$ cat src/rtl/dds_pkg.sv
// Shared widths, constants and the modulation-mode encoding for the DDS sample source.
// Also holds the elaboration-time quarter-wave sine generator used to fill the LUT.
package dds_pkg;

   localparam int PHASE_W  = 32;
   localparam int SAMPLE_W = 12;
   localparam int LUT_AW   = 8;

   localparam logic [SAMPLE_W-1:0] MIDSCALE  = 12'h800;
   localparam logic [4:0]          LFSR_SEED = 5'b00001;

   typedef enum logic [1:0] {
      MOD_NONE = 2'd0,
      MOD_ASK  = 2'd1,
      MOD_BPSK = 2'd2,
      MOD_FSK  = 2'd3
   } mod_t;

   // round(2047 * sin(pi*(2*idx+1)/1024)) in Q30 fixed point (Taylor series to x^19).
   // Only ever evaluated on constants, so it folds away to table contents.
   function automatic logic [SAMPLE_W-2:0] quarter_sine(input int idx);
      longint x;
      longint x2;
      longint term;
      longint acc;
      x    = (64'sd3373259426 * longint'(2 * idx + 1)) >>> 10;
      x2   = (x * x) >>> 30;
      term = x;
      acc  = x;
      for (int k = 1; k <= 9; k++) begin
         term = (term * x2) >>> 30;
         term = term / longint'((2 * k) * (2 * k + 1));
         acc  = (k % 2 == 1) ? (acc - term) : (acc + term);
      end
      return 11'((acc * 64'sd2047 + (64'sd1 <<< 29)) >>> 30);
   endfunction

endpackage

$ cat src/rtl/dds_modulator_if.sv
// Control and sample bus of the DDS modulator; master drives controls, slave is the DDS.
// sample_valid is a level qualifier with no ready: once high, data_out carries a new sample every clk.
interface dds_modulator_if;
   import dds_pkg::*;

   logic                enable;
   logic [PHASE_W-1:0]  tune_word_0;
   logic [PHASE_W-1:0]  tune_word_1;
   mod_t                mod_sel;
   logic                lfsr_tick;
   logic [SAMPLE_W-1:0] data_out;
   logic                lfsr_bit;
   logic                sample_valid;

   modport master (
      output enable, tune_word_0, tune_word_1, mod_sel, lfsr_tick,
      input  data_out, lfsr_bit, sample_valid
   );

   modport slave (
      input  enable, tune_word_0, tune_word_1, mod_sel, lfsr_tick,
      output data_out, lfsr_bit, sample_valid
   );

endinterface

$ cat src/rtl/sine_quarter_lut.sv
// Combinational quarter-wave sine magnitude ROM, 256 entries of 11 bits.
module sine_quarter_lut
   import dds_pkg::*;
(
   input  logic [LUT_AW-1:0]   addr,
   output logic [SAMPLE_W-2:0] mag
);

   logic [SAMPLE_W-2:0] rom [2**LUT_AW];

   // Each entry is a localparam, so the contents are fixed at elaboration.
   for (genvar g = 0; g < 2**LUT_AW; g++) begin : g_rom
      localparam logic [SAMPLE_W-2:0] MAG = quarter_sine(g);
      assign rom[g] = MAG;
   end

   assign mag = rom[addr];

endmodule

$ cat src/rtl/dds_modulator.sv
// DDS sample source: phase accumulator, 5-bit LFSR data source and a 3-stage
// quarter-wave synthesis pipeline with none/ASK/BPSK/FSK modulation at the output.
module dds_modulator
   import dds_pkg::*;
(
   input  logic          clk,
   input  logic          reset,
   dds_modulator_if.slave bus
);

   logic [PHASE_W-1:0]  phase;
   logic [PHASE_W-1:0]  tw;
   logic [4:0]          lfsr;
   logic [1:0]          s1_quad;
   logic [LUT_AW-1:0]   s1_idx;
   logic [SAMPLE_W-2:0] lut_mag;
   logic [SAMPLE_W-2:0] s2_mag;
   logic                s2_sign;
   logic [2:0]          valid_sr;
   logic [SAMPLE_W-1:0] s3_sample;
   logic [SAMPLE_W-1:0] s3_mod;

   assign bus.lfsr_bit     = lfsr[0];
   assign bus.sample_valid = valid_sr[2];

   // FSK picks the increment from the bit as it stands before any tick on this edge.
   assign tw = (bus.mod_sel == MOD_FSK && lfsr[0]) ? bus.tune_word_1 : bus.tune_word_0;

   always_ff @(posedge clk or posedge reset) begin
      if (reset) begin
         phase <= '0;
      end else if (bus.enable) begin
         phase <= phase + tw;
      end
   end

   always_ff @(posedge clk or posedge reset) begin
      if (reset) begin
         lfsr <= LFSR_SEED;
      end else if (bus.lfsr_tick) begin
         lfsr <= {lfsr[0] ^ lfsr[2], lfsr[4:1]};
      end
   end

   sine_quarter_lut u_lut (
      .addr (s1_idx),
      .mag  (lut_mag)
   );

   always_comb begin
      s3_sample = s2_sign ? (12'h7FF - {1'b0, s2_mag}) : (MIDSCALE + {1'b0, s2_mag});
      s3_mod    = s3_sample;
      unique case (bus.mod_sel)
         MOD_ASK:  if (!lfsr[0]) s3_mod = MIDSCALE;
         MOD_BPSK: if (!lfsr[0]) s3_mod = ~s3_sample;
         default:  ;
      endcase
   end

   // Odd quadrants read the table backwards; the upper half-cycle flips the sign.
   always_ff @(posedge clk or posedge reset) begin
      if (reset) begin
         s1_quad      <= '0;
         s1_idx       <= '0;
         s2_mag       <= '0;
         s2_sign      <= 1'b0;
         valid_sr     <= '0;
         bus.data_out <= MIDSCALE;
      end else begin
         s1_quad      <= phase[PHASE_W-1 -: 2];
         s1_idx       <= phase[PHASE_W-2] ? ~phase[PHASE_W-3 -: LUT_AW]
                                          :  phase[PHASE_W-3 -: LUT_AW];
         s2_mag       <= lut_mag;
         s2_sign      <= s1_quad[1];
         valid_sr     <= {valid_sr[1:0], 1'b1};
         bus.data_out <= valid_sr[1] ? s3_mod : MIDSCALE;
      end
   end

endmodule

$ cat src/flat_wrapper.sv
// flat-port wrapper written by rule: the top's interface ports become plain ports
module dds_modulator_flat import dds_pkg::*;
  (clk, reset, bus_enable, bus_tune_word_0, bus_tune_word_1, bus_mod_sel, bus_lfsr_tick, bus_data_out, bus_lfsr_bit, bus_sample_valid);
  dds_modulator_if bus_i ();
  input  logic clk;
  input  logic reset;
  input wire logic [$bits(bus_i.enable)-1:0] bus_enable;
  input wire logic [$bits(bus_i.tune_word_0)-1:0] bus_tune_word_0;
  input wire logic [$bits(bus_i.tune_word_1)-1:0] bus_tune_word_1;
  input wire logic [$bits(bus_i.mod_sel)-1:0] bus_mod_sel;
  input wire logic [$bits(bus_i.lfsr_tick)-1:0] bus_lfsr_tick;
  output wire logic [$bits(bus_i.data_out)-1:0] bus_data_out;
  output wire logic [$bits(bus_i.lfsr_bit)-1:0] bus_lfsr_bit;
  output wire logic [$bits(bus_i.sample_valid)-1:0] bus_sample_valid;
  assign bus_i.enable = bus_enable;
  assign bus_i.tune_word_0 = bus_tune_word_0;
  assign bus_i.tune_word_1 = bus_tune_word_1;
  assign bus_i.mod_sel = bus_mod_sel;
  assign bus_i.lfsr_tick = bus_lfsr_tick;
  assign bus_data_out = bus_i.data_out;
  assign bus_lfsr_bit = bus_i.lfsr_bit;
  assign bus_sample_valid = bus_i.sample_valid;
  dds_modulator u_core (.clk(clk), .reset(reset), .bus(bus_i));
endmodule
$ cat config.mk
export PLATFORM = sky130hd
export DESIGN_NAME = dds_modulator_flat
export DESIGN_NICKNAME = d
export VERILOG_FILES = /design/src/rtl/dds_pkg.sv /design/src/rtl/dds_modulator_if.sv /design/src/rtl/sine_quarter_lut.sv /design/src/rtl/dds_modulator.sv /design/src/flat_wrapper.sv
export SDC_FILE = /design/constraint.sdc
export NUM_CORES = 1
export LEC_CHECK = 0
export CAP_MARGIN = 20
export CORE_MARGIN = 4
export CORE_UTILIZATION = 35
export DETAILED_ROUTE_END_ITERATION = 8
export SYNTH_ARGS = -nofsm -noshare
export SYNTH_HDL_FRONTEND = slang
export SYNTH_SLANG_ARGS = --single-unit
$ cat constraint.sdc
create_clock -name clk -period 3.18 [get_ports clk]
set_input_delay 0.318 -clock clk [delete_from_list [all_inputs] [get_ports clk]]
set_output_delay 0.318 -clock clk [all_outputs]
set_load 0.05 [all_outputs]
==> run summary <==
Number of antenna diodes - 0
Total Nets Final - 1,249
Number of buffers created by CTS - 9
Vias after detailed routing - 8,008
Max layer used - met4
Power per unit of standard cell area - 1230 mW/mm^2
Ys flop type - sky130_fd_sc_hd__dfrtp_1
Post-Layout Cell Count - 1,401
Share of the clock period used by the worst path - 102%
Launch point of the worst path - u_core.lfsr[0]
Final routed wire length divided by cell count - 17.5 um
Area used by multi-input combinational logic - 0.00590 mm^2
Antenna violations before repair - 0
Syn. warnings - 0
Ratio of cells with drive above 1 in the final layout - 24.8%
FF-to-FF End - u_core.phase[31]
Global-route usage over all layers - 19.4%
First-pass GRT wire length - 39,400 um
Input/output buffers - 83
Share of synthesized area occupied by flip-flops and latches - 23.3%
Biggest area consumer among synthesized cells - sky130_fd_sc_hd__dfrtp_1
Largest net degree at the start of global routing - 49
Cell chain of the critical path - nand2_8 -> mux2_4 -> ha_4 -> buf_4 -> a211oi_2 -> o21ai_2 -> o211ai_2 -> a21boi_2 -> o31ai_4 -> o21ai_2 -> and4bb_1 -> or4_1
Kind of critical path - register to register
Ranking of synthesized cells by area - sky130_fd_sc_hd__dfrtp_1, sky130_fd_sc_hd__ha_1, sky130_fd_sc_hd__mux2_2
Maximum count of clock buffers along a single path - 2
Post-DRT Antenna Nets - 0
Category of the worst setup path capture point - register
Placed wire-length estimate after detailed placement - 17,900 um
Overall overflow remaining after global route - 0
Routability congestion estimate - 0.987
DRC viols - 0
Effective utilization at floorplan - 35.8%
Fill count - 2,132
Cell Area, Synth - 0.00784 mm^2
TritonCTS clock tree - done
CTS root buf - sky130_fd_sc_hd__clkbuf_16
Max stage delay cell, worst path - sky130_fd_sc_hd__dfstp_4
Area growth from synthesis to layout - 31.9%
Transition at the pin with the smallest max-transition slack - 0.780 ns
Count of different cell masters after synthesis - 79
Detailed-route wire length on metal 1 - 10,900 um
Min-delay worst type - register to register
Data required time of the critical path - 3.39 ns
Worst Setup Slack, final - -0.0764 ns
TritonRoute pass-1 iters - 6
Largest delay share family, worst path - compound AO/OA/AOI/OAI gates
Area of the die - 0.0248 mm^2
Register area - 0.00184 mm^2
Most used cell along the critical path - sky130_fd_sc_hd__o21ai_2
Synth top area share - 22.7%
Number of cells after detailed placement - 1,376
Met3 routed wirelength - 1810 um
Starting DRT DRC Count - 856
Data arrival time of the worst path - 3.47 ns
Peak supply drop - 0.480 mV
Hold Worst Slack - 0.351 ns
Worst-path fanout max - 6
Top-Level Pins - 84
Syn Nets - 1,111
Number of sinks handled by clock tree synthesis - 73
Reg2reg start - u_core.lfsr[0]
Standard cell core area - 0.0219 mm^2
Number of cell rows - 54
Number of cells on the worst reg-to-reg path - 12
Share of flip-flops with an asynchronous set or reset - 100%
Met2 wire length - 11,000 um
Ratio of routed vias to standard cells - 5.72
Max-capacitance violation count - 0
Total stage count of the critical path - 12
Number of hold-slack violations in the final timing report - 0
Largest incremental delay on the critical path - 0.69 ns
Synthesized netlist cell count - 978
Placement Setup Slack - -0.567 ns
Commonest cells after routing, fill and taps aside - sky130_fd_sc_hd__buf_4, sky130_fd_sc_hd__nor2_1, sky130_fd_sc_hd__a21oi_1
Setup repair after global routing missed its margin - true
Setup Skew - 0.00848 ns
Final wirelength - 24,500 um
Horiz. Die Dim - 158 um
CTS clock-pin slew for the worst setup and hold paths - 0.06 ns
Overall die height - 158 um
Min Tclk post-route - 3.26 ns
Syn Area/Cell - 8.01 um^2
Number of H-tree branching levels - 3
Post-synth EDFFs - 0
Outcome - finished with violations
Crit path to - u_core.phase[31]
Number of slew-limit violations in the final report - 0
Via count of the first global-routing pass - 7,561
Setup violators final - 1
Number of buffer and inverter instances along the worst setup path - 1
Skew-Pair Late Insertion Delay - 0.35 ns
Leading cell type in the layout, fill and taps excluded - sky130_fd_sc_hd__buf_4
Fmax - 307 MHz
Critical Path Start Type - register
Violations in the final reports - setup timing
Static leakage - 4.24 nW
Seq cells post-synth - 73
Setup slack of the worst register-to-register path - -0.08 ns
Relative max-transition margin - 47.8%
==> worst min path at each step <==
stage,start,endpoint,slack (ns),cells after the start
2_1_floorplan,u_core.s1_quad[1],u_core.s2_sign,0.33,0
3_3_place_gp,u_core.valid_sr[0],u_core.valid_sr[1],0.33,0
3_5_place_dp,u_core.s1_quad[1],u_core.s2_sign,0.34,0
4_1_cts,u_core.s1_quad[1],u_core.s2_sign,0.35,0
5_1_grt,u_core.s1_quad[1],u_core.s2_sign,0.36,0
6_report,u_core.s1_quad[1],u_core.s2_sign,0.35,0
==> flip-flops by register name, summed over array words and instances, names as in the netlist <==
name and cells:
u_core.phase 32, u_core.valid_sr 3, u_core.lfsr 5, u_core.s2_mag 11, u_core.s2_sign 1, u_core.s1_idx 8
u_core.bus.data_out 12, u_core.s1_quad 1
==> per-stage QoR <==
stage	util, %	instance area, um^2	power, mW	TNS [ns]
final	47.2	10300	12.7	-0.0764
after global routing	47.2	10300	13.7	-0.724
after CTS	46.6	10200	12.3	-0.132
after detailed placement	44.6	9760	11.0	-7.60
after global placement	44.6	9760	11.0	-7.10
after floorplan	-	8030	8.23	-0.0857
==> cell usage after synthesis (6+ instances only) <==
cell type / n
sky130_fd_sc_hd__a211oi_1: 11
sky130_fd_sc_hd__a21o_1: 10
sky130_fd_sc_hd__a21oi_1: 93
sky130_fd_sc_hd__a221oi_1: 21
sky130_fd_sc_hd__a31oi_1: 20
sky130_fd_sc_hd__buf_1: 12
sky130_fd_sc_hd__buf_2: 20
sky130_fd_sc_hd__clkbuf_1: 47
sky130_fd_sc_hd__dfrtp_1: 71
sky130_fd_sc_hd__ha_1: 62
sky130_fd_sc_hd__inv_1: 30
sky130_fd_sc_hd__mux2_2: 64
sky130_fd_sc_hd__mux4_2: 6
sky130_fd_sc_hd__nand2_1: 81
sky130_fd_sc_hd__nand2b_1: 9
sky130_fd_sc_hd__nand3_1: 15
sky130_fd_sc_hd__nor2_1: 96
sky130_fd_sc_hd__nor2b_1: 14
sky130_fd_sc_hd__nor3_1: 23
sky130_fd_sc_hd__nor3b_1: 13
sky130_fd_sc_hd__o211ai_1: 17
sky130_fd_sc_hd__o21ai_0: 75
sky130_fd_sc_hd__o21ai_1: 6
sky130_fd_sc_hd__o221ai_1: 7
sky130_fd_sc_hd__o22ai_1: 6
sky130_fd_sc_hd__o31ai_1: 8
sky130_fd_sc_hd__xnor2_1: 22
sky130_fd_sc_hd__xor2_1: 28
==> report_power, final <==
part / total (mW) / internal [mW] / switching [mW]
registers: 1.91 / 1.40 / 0.514
logic: 9.63 / 4.27 / 5.36
clock network: 1.13 / 0.697 / 0.437
total: 12.7 / 6.37 / 6.31
==> routing by layer <==
metal  vias to the layer above  track usage (%)
li1                       3863                -
met1                      3675             26.9
met2                       391             31.1
met3                        79             3.17
met4                         0             6.19
met5                         -                0
==> repair_timing <==
item	CTS	global route
pin swaps	13	15
gates cloned	1	0
setup buffers	4	4
resized for setup	14	22
endpoints found under the setup margin	11	13
hold buffers	0	0
==> layout make-up <==
cell class                      instances  area share [%]
Sequential cell                        73            17.8
Multi-Input combinational cell        791            57.0
Clock inverter                          7           0.993
Tap cell                              280            3.39
Inverter                               35            1.28
Clock buffer                            9            2.18
Timing Repair Buffer                  206            17.3
==> logic make-up after synthesis <==
kind of cell / share of synthesized area (%)
adders and majority gates: 10.2
other: 0.0479
buffers and inverters: 5.96
DFF: 23.3
AOI/OAI and AO/OA: 27.3
and+or+nand+nor: 16.3
muxes: 11.3
xor gates and xnor gates: 5.59
(Power assumes the default switching activity.)
